File: src/rtl/id_ex_stage_p_if.sv
// Decode-side inputs and ID/EX outputs of the decode/execute boundary, bundled as one interface.
// The master modport drives decode inputs and observes the stage; slave is the stage itself.
interface id_ex_stage_p_if #(
  parameter int DATA_W = 32,
  parameter int REG_AW = 5,
  parameter int ALUC_W = 3,
  parameter int CNT_W  = 16
);
  logic [31:0]       instr_d;
  logic [DATA_W-1:0] pc_plus4_d;
  logic              valid_d;
  logic [DATA_W-1:0] rd1_d, rd2_d, alu_out_m, result_w;
  logic [1:0]        fwd_a_d, fwd_b_d;
  logic              regwrite_d, memtoreg_d, memwrite_d, alusrc_d, regdst_d;
  logic [ALUC_W-1:0] alucontrol_d;
  logic              branch_d, bne_d;
  logic              stall_d, stall_e, flush_e;

  logic              equal_d, pcsrc_d;
  logic [DATA_W-1:0] pc_branch_d;
  logic              regwrite_e, memtoreg_e, memwrite_e, alusrc_e, regdst_e;
  logic [ALUC_W-1:0] alucontrol_e;
  logic [DATA_W-1:0] rd1_e, rd2_e, signimm_e;
  logic [REG_AW-1:0] rs_e, rt_e, rd_e;
  logic              valid_e;
  logic [CNT_W-1:0]  bubble_cnt;

  modport slave (
    input  instr_d, pc_plus4_d, valid_d, rd1_d, rd2_d, alu_out_m, result_w,
           fwd_a_d, fwd_b_d, regwrite_d, memtoreg_d, memwrite_d, alusrc_d, regdst_d,
           alucontrol_d, branch_d, bne_d, stall_d, stall_e, flush_e,
    output equal_d, pcsrc_d, pc_branch_d, regwrite_e, memtoreg_e, memwrite_e,
           alusrc_e, regdst_e, alucontrol_e, rd1_e, rd2_e, signimm_e,
           rs_e, rt_e, rd_e, valid_e, bubble_cnt
  );

  modport master (
    output instr_d, pc_plus4_d, valid_d, rd1_d, rd2_d, alu_out_m, result_w,
           fwd_a_d, fwd_b_d, regwrite_d, memtoreg_d, memwrite_d, alusrc_d, regdst_d,
           alucontrol_d, branch_d, bne_d, stall_d, stall_e, flush_e,
    input  equal_d, pcsrc_d, pc_branch_d, regwrite_e, memtoreg_e, memwrite_e,
           alusrc_e, regdst_e, alucontrol_e, rd1_e, rd2_e, signimm_e,
           rs_e, rt_e, rd_e, valid_e, bubble_cnt
  );
endinterface

File: src/rtl/id_ex_stage_p.sv
// Decode/execute boundary of the 5-stage MIPS pipeline: branch resolution in decode with
// forwarded compare, branch target, and the ID/EX register with stall, flush and bubble count.
module id_ex_stage_p #(
  parameter int DATA_W = 32,
  parameter int REG_AW = 5,
  parameter int ALUC_W = 3,
  parameter int CNT_W  = 16
) (
  input logic             clk,
  input logic             clr,
  id_ex_stage_p_if.slave  bus
);
  logic [DATA_W-1:0] w_signimm, w_op_a, w_op_b;
  logic              w_equal;
  logic              w_unused_opcode;

  logic              r_regwrite, r_memtoreg, r_memwrite, r_alusrc, r_regdst, r_valid;
  logic [ALUC_W-1:0] r_alucontrol;
  logic [DATA_W-1:0] r_rd1, r_rd2, r_signimm;
  logic [REG_AW-1:0] r_rs, r_rt, r_rd;
  logic [CNT_W-1:0]  r_bubble_cnt;

  assign w_unused_opcode = ^bus.instr_d[31:26];
  assign w_signimm       = DATA_W'($signed(bus.instr_d[15:0]));

  // Select 11 deliberately falls back to the register file.
  always_comb begin
    w_op_a = bus.rd1_d;
    case (bus.fwd_a_d)
      2'b01:   w_op_a = bus.alu_out_m;
      2'b10:   w_op_a = bus.result_w;
      default: w_op_a = bus.rd1_d;
    endcase
    w_op_b = bus.rd2_d;
    case (bus.fwd_b_d)
      2'b01:   w_op_b = bus.alu_out_m;
      2'b10:   w_op_b = bus.result_w;
      default: w_op_b = bus.rd2_d;
    endcase
  end

  assign w_equal         = (w_op_a == w_op_b);
  assign bus.equal_d     = w_equal;
  assign bus.pcsrc_d     = bus.branch_d & bus.valid_d & ~bus.stall_d &
                           (bus.bne_d ? ~w_equal : w_equal);
  assign bus.pc_branch_d = bus.pc_plus4_d + (w_signimm << 2);

  // Priority: clr, then flush (wins over stall), then stall hold, then load.
  always_ff @(posedge clk) begin
    if (clr || bus.flush_e) begin
      r_regwrite   <= 1'b0;
      r_memtoreg   <= 1'b0;
      r_memwrite   <= 1'b0;
      r_alusrc     <= 1'b0;
      r_regdst     <= 1'b0;
      r_alucontrol <= '0;
      r_valid      <= 1'b0;
      r_rd1        <= '0;
      r_rd2        <= '0;
      r_signimm    <= '0;
      r_rs         <= '0;
      r_rt         <= '0;
      r_rd         <= '0;
      if (clr)
        r_bubble_cnt <= '0;
      else if (r_bubble_cnt != {CNT_W{1'b1}})
        r_bubble_cnt <= r_bubble_cnt + 1'b1;
    end else if (!bus.stall_e) begin
      r_regwrite   <= bus.valid_d & bus.regwrite_d;
      r_memtoreg   <= bus.valid_d & bus.memtoreg_d;
      r_memwrite   <= bus.valid_d & bus.memwrite_d;
      r_alusrc     <= bus.valid_d & bus.alusrc_d;
      r_regdst     <= bus.valid_d & bus.regdst_d;
      r_alucontrol <= bus.valid_d ? bus.alucontrol_d : '0;
      r_valid      <= bus.valid_d;
      r_rd1        <= bus.rd1_d;
      r_rd2        <= bus.rd2_d;
      r_signimm    <= w_signimm;
      r_rs         <= bus.instr_d[21 +: REG_AW];
      r_rt         <= bus.instr_d[16 +: REG_AW];
      r_rd         <= bus.instr_d[11 +: REG_AW];
    end
  end

  assign bus.regwrite_e   = r_regwrite;
  assign bus.memtoreg_e   = r_memtoreg;
  assign bus.memwrite_e   = r_memwrite;
  assign bus.alusrc_e     = r_alusrc;
  assign bus.regdst_e     = r_regdst;
  assign bus.alucontrol_e = r_alucontrol;
  assign bus.valid_e      = r_valid;
  assign bus.rd1_e        = r_rd1;
  assign bus.rd2_e        = r_rd2;
  assign bus.signimm_e    = r_signimm;
  assign bus.rs_e         = r_rs;
  assign bus.rt_e         = r_rt;
  assign bus.rd_e         = r_rd;
  assign bus.bubble_cnt   = r_bubble_cnt;
endmodule

File: src/flat_wrapper.sv
// flat-port wrapper written by rule: the top's interface ports become plain ports
module id_ex_stage_p_flat 
#(
  parameter int DATA_W = 32,
  parameter int REG_AW = 5,
  parameter int ALUC_W = 3,
  parameter int CNT_W  = 16
)
  (clk, clr, bus_instr_d, bus_pc_plus4_d, bus_valid_d, bus_rd1_d, bus_rd2_d, bus_alu_out_m, bus_result_w, bus_fwd_a_d, bus_fwd_b_d, bus_regwrite_d, bus_memtoreg_d, bus_memwrite_d, bus_alusrc_d, bus_regdst_d, bus_alucontrol_d, bus_branch_d, bus_bne_d, bus_stall_d, bus_stall_e, bus_flush_e, bus_equal_d, bus_pcsrc_d, bus_pc_branch_d, bus_regwrite_e, bus_memtoreg_e, bus_memwrite_e, bus_alusrc_e, bus_regdst_e, bus_alucontrol_e, bus_rd1_e, bus_rd2_e, bus_signimm_e, bus_rs_e, bus_rt_e, bus_rd_e, bus_valid_e, bus_bubble_cnt);
  id_ex_stage_p_if #(.DATA_W(DATA_W), .REG_AW(REG_AW), .ALUC_W(ALUC_W), .CNT_W(CNT_W)) bus_i ();
  input logic clk;
  input logic clr;
  input wire logic [$bits(bus_i.instr_d)-1:0] bus_instr_d;
  input wire logic [$bits(bus_i.pc_plus4_d)-1:0] bus_pc_plus4_d;
  input wire logic [$bits(bus_i.valid_d)-1:0] bus_valid_d;
  input wire logic [$bits(bus_i.rd1_d)-1:0] bus_rd1_d;
  input wire logic [$bits(bus_i.rd2_d)-1:0] bus_rd2_d;
  input wire logic [$bits(bus_i.alu_out_m)-1:0] bus_alu_out_m;
  input wire logic [$bits(bus_i.result_w)-1:0] bus_result_w;
  input wire logic [$bits(bus_i.fwd_a_d)-1:0] bus_fwd_a_d;
  input wire logic [$bits(bus_i.fwd_b_d)-1:0] bus_fwd_b_d;
  input wire logic [$bits(bus_i.regwrite_d)-1:0] bus_regwrite_d;
  input wire logic [$bits(bus_i.memtoreg_d)-1:0] bus_memtoreg_d;
  input wire logic [$bits(bus_i.memwrite_d)-1:0] bus_memwrite_d;
  input wire logic [$bits(bus_i.alusrc_d)-1:0] bus_alusrc_d;
  input wire logic [$bits(bus_i.regdst_d)-1:0] bus_regdst_d;
  input wire logic [$bits(bus_i.alucontrol_d)-1:0] bus_alucontrol_d;
  input wire logic [$bits(bus_i.branch_d)-1:0] bus_branch_d;
  input wire logic [$bits(bus_i.bne_d)-1:0] bus_bne_d;
  input wire logic [$bits(bus_i.stall_d)-1:0] bus_stall_d;
  input wire logic [$bits(bus_i.stall_e)-1:0] bus_stall_e;
  input wire logic [$bits(bus_i.flush_e)-1:0] bus_flush_e;
  output wire logic [$bits(bus_i.equal_d)-1:0] bus_equal_d;
  output wire logic [$bits(bus_i.pcsrc_d)-1:0] bus_pcsrc_d;
  output wire logic [$bits(bus_i.pc_branch_d)-1:0] bus_pc_branch_d;
  output wire logic [$bits(bus_i.regwrite_e)-1:0] bus_regwrite_e;
  output wire logic [$bits(bus_i.memtoreg_e)-1:0] bus_memtoreg_e;
  output wire logic [$bits(bus_i.memwrite_e)-1:0] bus_memwrite_e;
  output wire logic [$bits(bus_i.alusrc_e)-1:0] bus_alusrc_e;
  output wire logic [$bits(bus_i.regdst_e)-1:0] bus_regdst_e;
  output wire logic [$bits(bus_i.alucontrol_e)-1:0] bus_alucontrol_e;
  output wire logic [$bits(bus_i.rd1_e)-1:0] bus_rd1_e;
  output wire logic [$bits(bus_i.rd2_e)-1:0] bus_rd2_e;
  output wire logic [$bits(bus_i.signimm_e)-1:0] bus_signimm_e;
  output wire logic [$bits(bus_i.rs_e)-1:0] bus_rs_e;
  output wire logic [$bits(bus_i.rt_e)-1:0] bus_rt_e;
  output wire logic [$bits(bus_i.rd_e)-1:0] bus_rd_e;
  output wire logic [$bits(bus_i.valid_e)-1:0] bus_valid_e;
  output wire logic [$bits(bus_i.bubble_cnt)-1:0] bus_bubble_cnt;
  assign bus_i.instr_d = bus_instr_d;
  assign bus_i.pc_plus4_d = bus_pc_plus4_d;
  assign bus_i.valid_d = bus_valid_d;
  assign bus_i.rd1_d = bus_rd1_d;
  assign bus_i.rd2_d = bus_rd2_d;
  assign bus_i.alu_out_m = bus_alu_out_m;
  assign bus_i.result_w = bus_result_w;
  assign bus_i.fwd_a_d = bus_fwd_a_d;
  assign bus_i.fwd_b_d = bus_fwd_b_d;
  assign bus_i.regwrite_d = bus_regwrite_d;
  assign bus_i.memtoreg_d = bus_memtoreg_d;
  assign bus_i.memwrite_d = bus_memwrite_d;
  assign bus_i.alusrc_d = bus_alusrc_d;
  assign bus_i.regdst_d = bus_regdst_d;
  assign bus_i.alucontrol_d = bus_alucontrol_d;
  assign bus_i.branch_d = bus_branch_d;
  assign bus_i.bne_d = bus_bne_d;
  assign bus_i.stall_d = bus_stall_d;
  assign bus_i.stall_e = bus_stall_e;
  assign bus_i.flush_e = bus_flush_e;
  assign bus_equal_d = bus_i.equal_d;
  assign bus_pcsrc_d = bus_i.pcsrc_d;
  assign bus_pc_branch_d = bus_i.pc_branch_d;
  assign bus_regwrite_e = bus_i.regwrite_e;
  assign bus_memtoreg_e = bus_i.memtoreg_e;
  assign bus_memwrite_e = bus_i.memwrite_e;
  assign bus_alusrc_e = bus_i.alusrc_e;
  assign bus_regdst_e = bus_i.regdst_e;
  assign bus_alucontrol_e = bus_i.alucontrol_e;
  assign bus_rd1_e = bus_i.rd1_e;
  assign bus_rd2_e = bus_i.rd2_e;
  assign bus_signimm_e = bus_i.signimm_e;
  assign bus_rs_e = bus_i.rs_e;
  assign bus_rt_e = bus_i.rt_e;
  assign bus_rd_e = bus_i.rd_e;
  assign bus_valid_e = bus_i.valid_e;
  assign bus_bubble_cnt = bus_i.bubble_cnt;
  id_ex_stage_p #(.DATA_W(DATA_W), .REG_AW(REG_AW), .ALUC_W(ALUC_W), .CNT_W(CNT_W)) u_core (.clk(clk), .clr(clr), .bus(bus_i));
endmodule
File: config.mk
export PLATFORM = sky130hd
export DESIGN_NAME = id_ex_stage_p_flat
export DESIGN_NICKNAME = d
export VERILOG_FILES = /design/src/rtl/id_ex_stage_p_if.sv /design/src/rtl/id_ex_stage_p.sv /design/src/flat_wrapper.sv
export SDC_FILE = /design/constraint.sdc
export NUM_CORES = 1
export LEC_CHECK = 0
export CORE_AREA = 2 2 149 151
export CTS_CLUSTER_SIZE = 30
export DETAILED_ROUTE_END_ITERATION = 8
export DIE_AREA = 0 0 151 153
export GPL_ROUTABILITY_DRIVEN = 0
export PLACE_DENSITY_LB_ADDON = 0.3
export SYNTH_ARGS = -nofsm -noshare
export SYNTH_HDL_FRONTEND = slang
export SYNTH_SLANG_ARGS = --single-unit
File: constraint.sdc
create_clock -name clk -period 3.6 [get_ports clk]
set_input_delay 0.72 -clock clk [delete_from_list [all_inputs] [get_ports clk]]
set_output_delay 0.72 -clock clk [all_outputs]
set_load 0.01 [all_outputs]
==> impl_metrics.toml <==
[route]
top_routing_layer_used = "met4"
detail_route.iter0.violations = 735
wl_met3_mm = 2.78
met2_length_mm = 16.3
viasPerCell = 5.53
drc_errors = 0
dr.pass1.iters = 8
ant_nets = 0
wl_met1_mm = 13.8
total_wirelength_mm = 34.6
routed_wire_length_per_instance_um = 20.4
num_vias = 9365

[cts]
cts_made_buffers = 17
clkTransAtPathRegs_ns = 0.06
tritoncts = "yes"
numClockSinks = 115
ctsLongestPathBuffers = 2
worst_skew_pair.late_latency_ns = 0.42
ctsHtreeMaxLevel = 4
clockRootBuffer = "clkbuf_16"

[yosys]
synth_edf_count = 16
post_synth_main_area_contributors = "dfxtp_1, mux2i_1, a221oi_1"
synthesis.yosys.warnings = 0
postSynthAreaPerCell_um2 = 8.68
post_syn_instances = 907
synth_fp_nets = 1154
ys_async_sr_fraction_pct = 0
syn_area_um2 = 7880
synthDistinctLibCells = 54
post-synth-top-area-cell = "dfxtp_1"
synth.yosys.seq_area_share_pct = 31.3
fraction_of_synthesized_cell_area_taken_by_the_top_area_cell_type_pct = 25.2
synth_seq_cells = 115
yosys_most_used_dff = "dfxtp_1"

[global_route]
grt_start_max_net_pins = 59
grt_usage_pct = 28.3
number_of_global_route_vias_before_repair = 9146
initial_antenna_violation_count = 3
gr-total-overflow = 0
grt_first_pass_wirelength_mm = 50.8

[setup_path]
timing.critical_path.required_ns = 2.88
cp-start-kind = "input port"
crit_path_max_fanout = 5
critical_path_class = "input port to output pin"
worstSetupEndpointType = "output pin"
worst-endpoint-arrival_ns = 3.27

[timing]
setup_slack_ns = -0.388
slew_viol_final = 0
final-hold-violation-count = 0
report.final.setup_viol = 2
maxSlewHeadroom_pct = 51.4
fin_setup_tns_ns = -0.574
worst_pin_slew_ns = 0.728
timing.clock.skew_ns = 0.00899
timing.hold.ws_ns = 0.494
fin_crit_sh_pct = 111
max_freq_ghz = 0.251
rsz0062_at_grt = "yes"
final_period_minus_worst_setup_slack_ns = 3.99

[layout]
drive_above_1_share_pct = 25.4
register_area_um2 = 2460
area_of_the_multi_input_gates_um2 = 5630
fill_cells = 1683
post_layout_nonfiller_instances = 1694
num-nets-final = 1645
area_overhead_vs_synth_pct = 82.1

[hold_path]
hold_path_class = "register to register"

[outcome]
run_status = "finished with violations"
failing_checks = "setup timing"

[floorplan]
floorplan.rows = 54
fp.dieW_um = 151
placeableCoreArea_um2 = 21500
die_height_um = 153
design.die.area_um2 = 23100
initial_core_util_pct = 36.7
ioPinCount = 382

[flow_run]
max_cap_viol_count = 0

[power]
power_frac_comb_pct = 36.8
internal_power_mw = 3.40
ir_worst_vdd_mv = 0.294
netSwitchingFraction_pct = 32.1
clock_power_share_pct = 35.3
seqPwrFrac_pct = 27.9
p_switching_mw = 1.60
pwr_density_nw_per_um2 = 349
p_leak_nw = 5.94

[placement]
placement.setup.worst_slack_ns = -1.18
dpl.hpwl_mm = 25.0
placed_cells = 1619
placement.io_buffers = 371
[path summary, 6_finish.rpt]
kind                                               start                                       to  slack [ns]  cells after the start
hold / removal          u_core.bus.rd1_e[1]$_SDFFE_PP0N_         u_core.bus.rd1_e[1]$_SDFFE_PP0N_        0.49                      2
setup / recovery                          bus_fwd_b_d[1]                              bus_pcsrc_d       -0.39                     15
setup reg to reg  u_core.bus.bubble_cnt[3]$_SDFFCE_PP0P_  u_core.bus.bubble_cnt[15]$_SDFFCE_PP0P_        1.45                      6
hold reg to reg         u_core.bus.rd1_e[1]$_SDFFE_PP0N_         u_core.bus.rd1_e[1]$_SDFFE_PP0N_        0.49                      2
[timing repair]
item / in CTS / in global routing
gates resized for setup: 237 / 86
hold buffers: 0 / 0
endpoints found under the hold margin: 0 / 0
endpoints found under the setup margin: 27 / 25
gates cloned: 4 / 1
setup buffers: 29 / 11
pin swaps: 60 / 58
[synth_stat cells (21+ instances only)]
master    number
nor2_1       125
dfxtp_1       99
mux2i_1       90
nor2b_1       69
a221oi_1      65
a21oi_1       37
ha_1          34
o22ai_1       32
or4_1         32
clkbuf_1      28
buf_4         25
nand2_1       23
xnor2_1       21
[routing by layer]
layer  vias up  GRT usage (%)
met5         -              0
met4         0           13.0
met3       104           6.54
met2       461           46.6
met1      4426           34.8
li1       4374              -
[placed cells by master (no fill, tap or decap), drive strengths merged, types with 21 or more instances in the layout]
cell type | netlist | routed
mux2i | 90 | 90
xnor2 | 21 | 21
a21oi | 37 | 37
nand2 | 23 | 23
buf | 54 | 204
dfxtp | 99 | 99
clkdlybuf4s50 | 0 | 306
nor2 | 125 | 125
o22ai | 32 | 32
inv | 18 | 25
a221oi | 65 | 65
or4 | 33 | 33
a22oi | 24 | 24
clkbuf | 28 | 26
ha | 34 | 34
nor2b | 69 | 69
[registers in the layout (all words and copies together) (netlist names)]
name                     flops
u_core.bus.alucontrol_e      3
u_core.bus.alusrc_e          1
u_core.bus.bubble_cnt       16
u_core.bus.memtoreg_e        1
u_core.bus.memwrite_e        1
u_core.bus.rd1_e            32
u_core.bus.rd2_e            32
u_core.bus.rd_e              5
u_core.bus.regdst_e          1
u_core.bus.regwrite_e        1
u_core.bus.rs_e              5
u_core.bus.rt_e              5
u_core.bus.signimm_e        11
u_core.bus.valid_e           1
[layout make-up]
class                           instances  share of cell area [%]
Tap cell                              280                    2.44
Clock buffer                           17                    2.97
Inverter                               18                   0.489
Timing Repair Buffer                  554                    36.4
Clock inverter                         15                    1.19
Sequential cell                       115                    17.2
Multi-Input combinational cell        692                    39.2
Antenna cell                            3                  0.0524
[kinds of logic after synthesis]
group           synth area share (%)
flops                           31.3
buf+inv                         6.66
fa+ha+maj                       5.66
compound gates                  20.7
simple gates                    20.0
mux                             11.4
xor+xnor                        4.23
[worst max-delay path, stage by stage]
cell      delay, ns
buf_8          0.10
ha_4           0.30
buf_6          0.12
buf_12         0.10
buf_16         0.10
a221oi_1       0.05
or4_1          0.53
a22oi_2        0.19
nand4_1        0.19
nor4_4         0.30
buf_4          0.15
buf_6          0.11
xnor2_4        0.06
nor3_2         0.10
buf_2          0.14
[power by group through the flow]
stage / clock network [mW] / logic [mW] / registers [mW]
after global routing: 1.84 / 1.96 / 1.40
after floorplan: 0 / 0.718 / 1.44
after detailed placement: 0 / 1.60 / 1.42
after CTS: 1.79 / 1.73 / 1.40
final: 1.76 / 1.84 / 1.40
after global placement: 0 / 1.58 / 1.42
[metrics by stage]
| stage | cell area [µm²] | total power [mW] | utilization [%] |
|---|---|---|---|
| after global placement | 12700 | 3.00 | 59.1 |
| after global routing | 14300 | 5.21 | 66.7 |
| after detailed placement | 12700 | 3.02 | 59.1 |
| after floorplan | 7880 | 2.16 | - |
| final | 14300 | 5.00 | 66.7 |
| after CTS | 14000 | 4.91 | 65.2 |
Note: power is estimated with default switching activity, not from simulation.
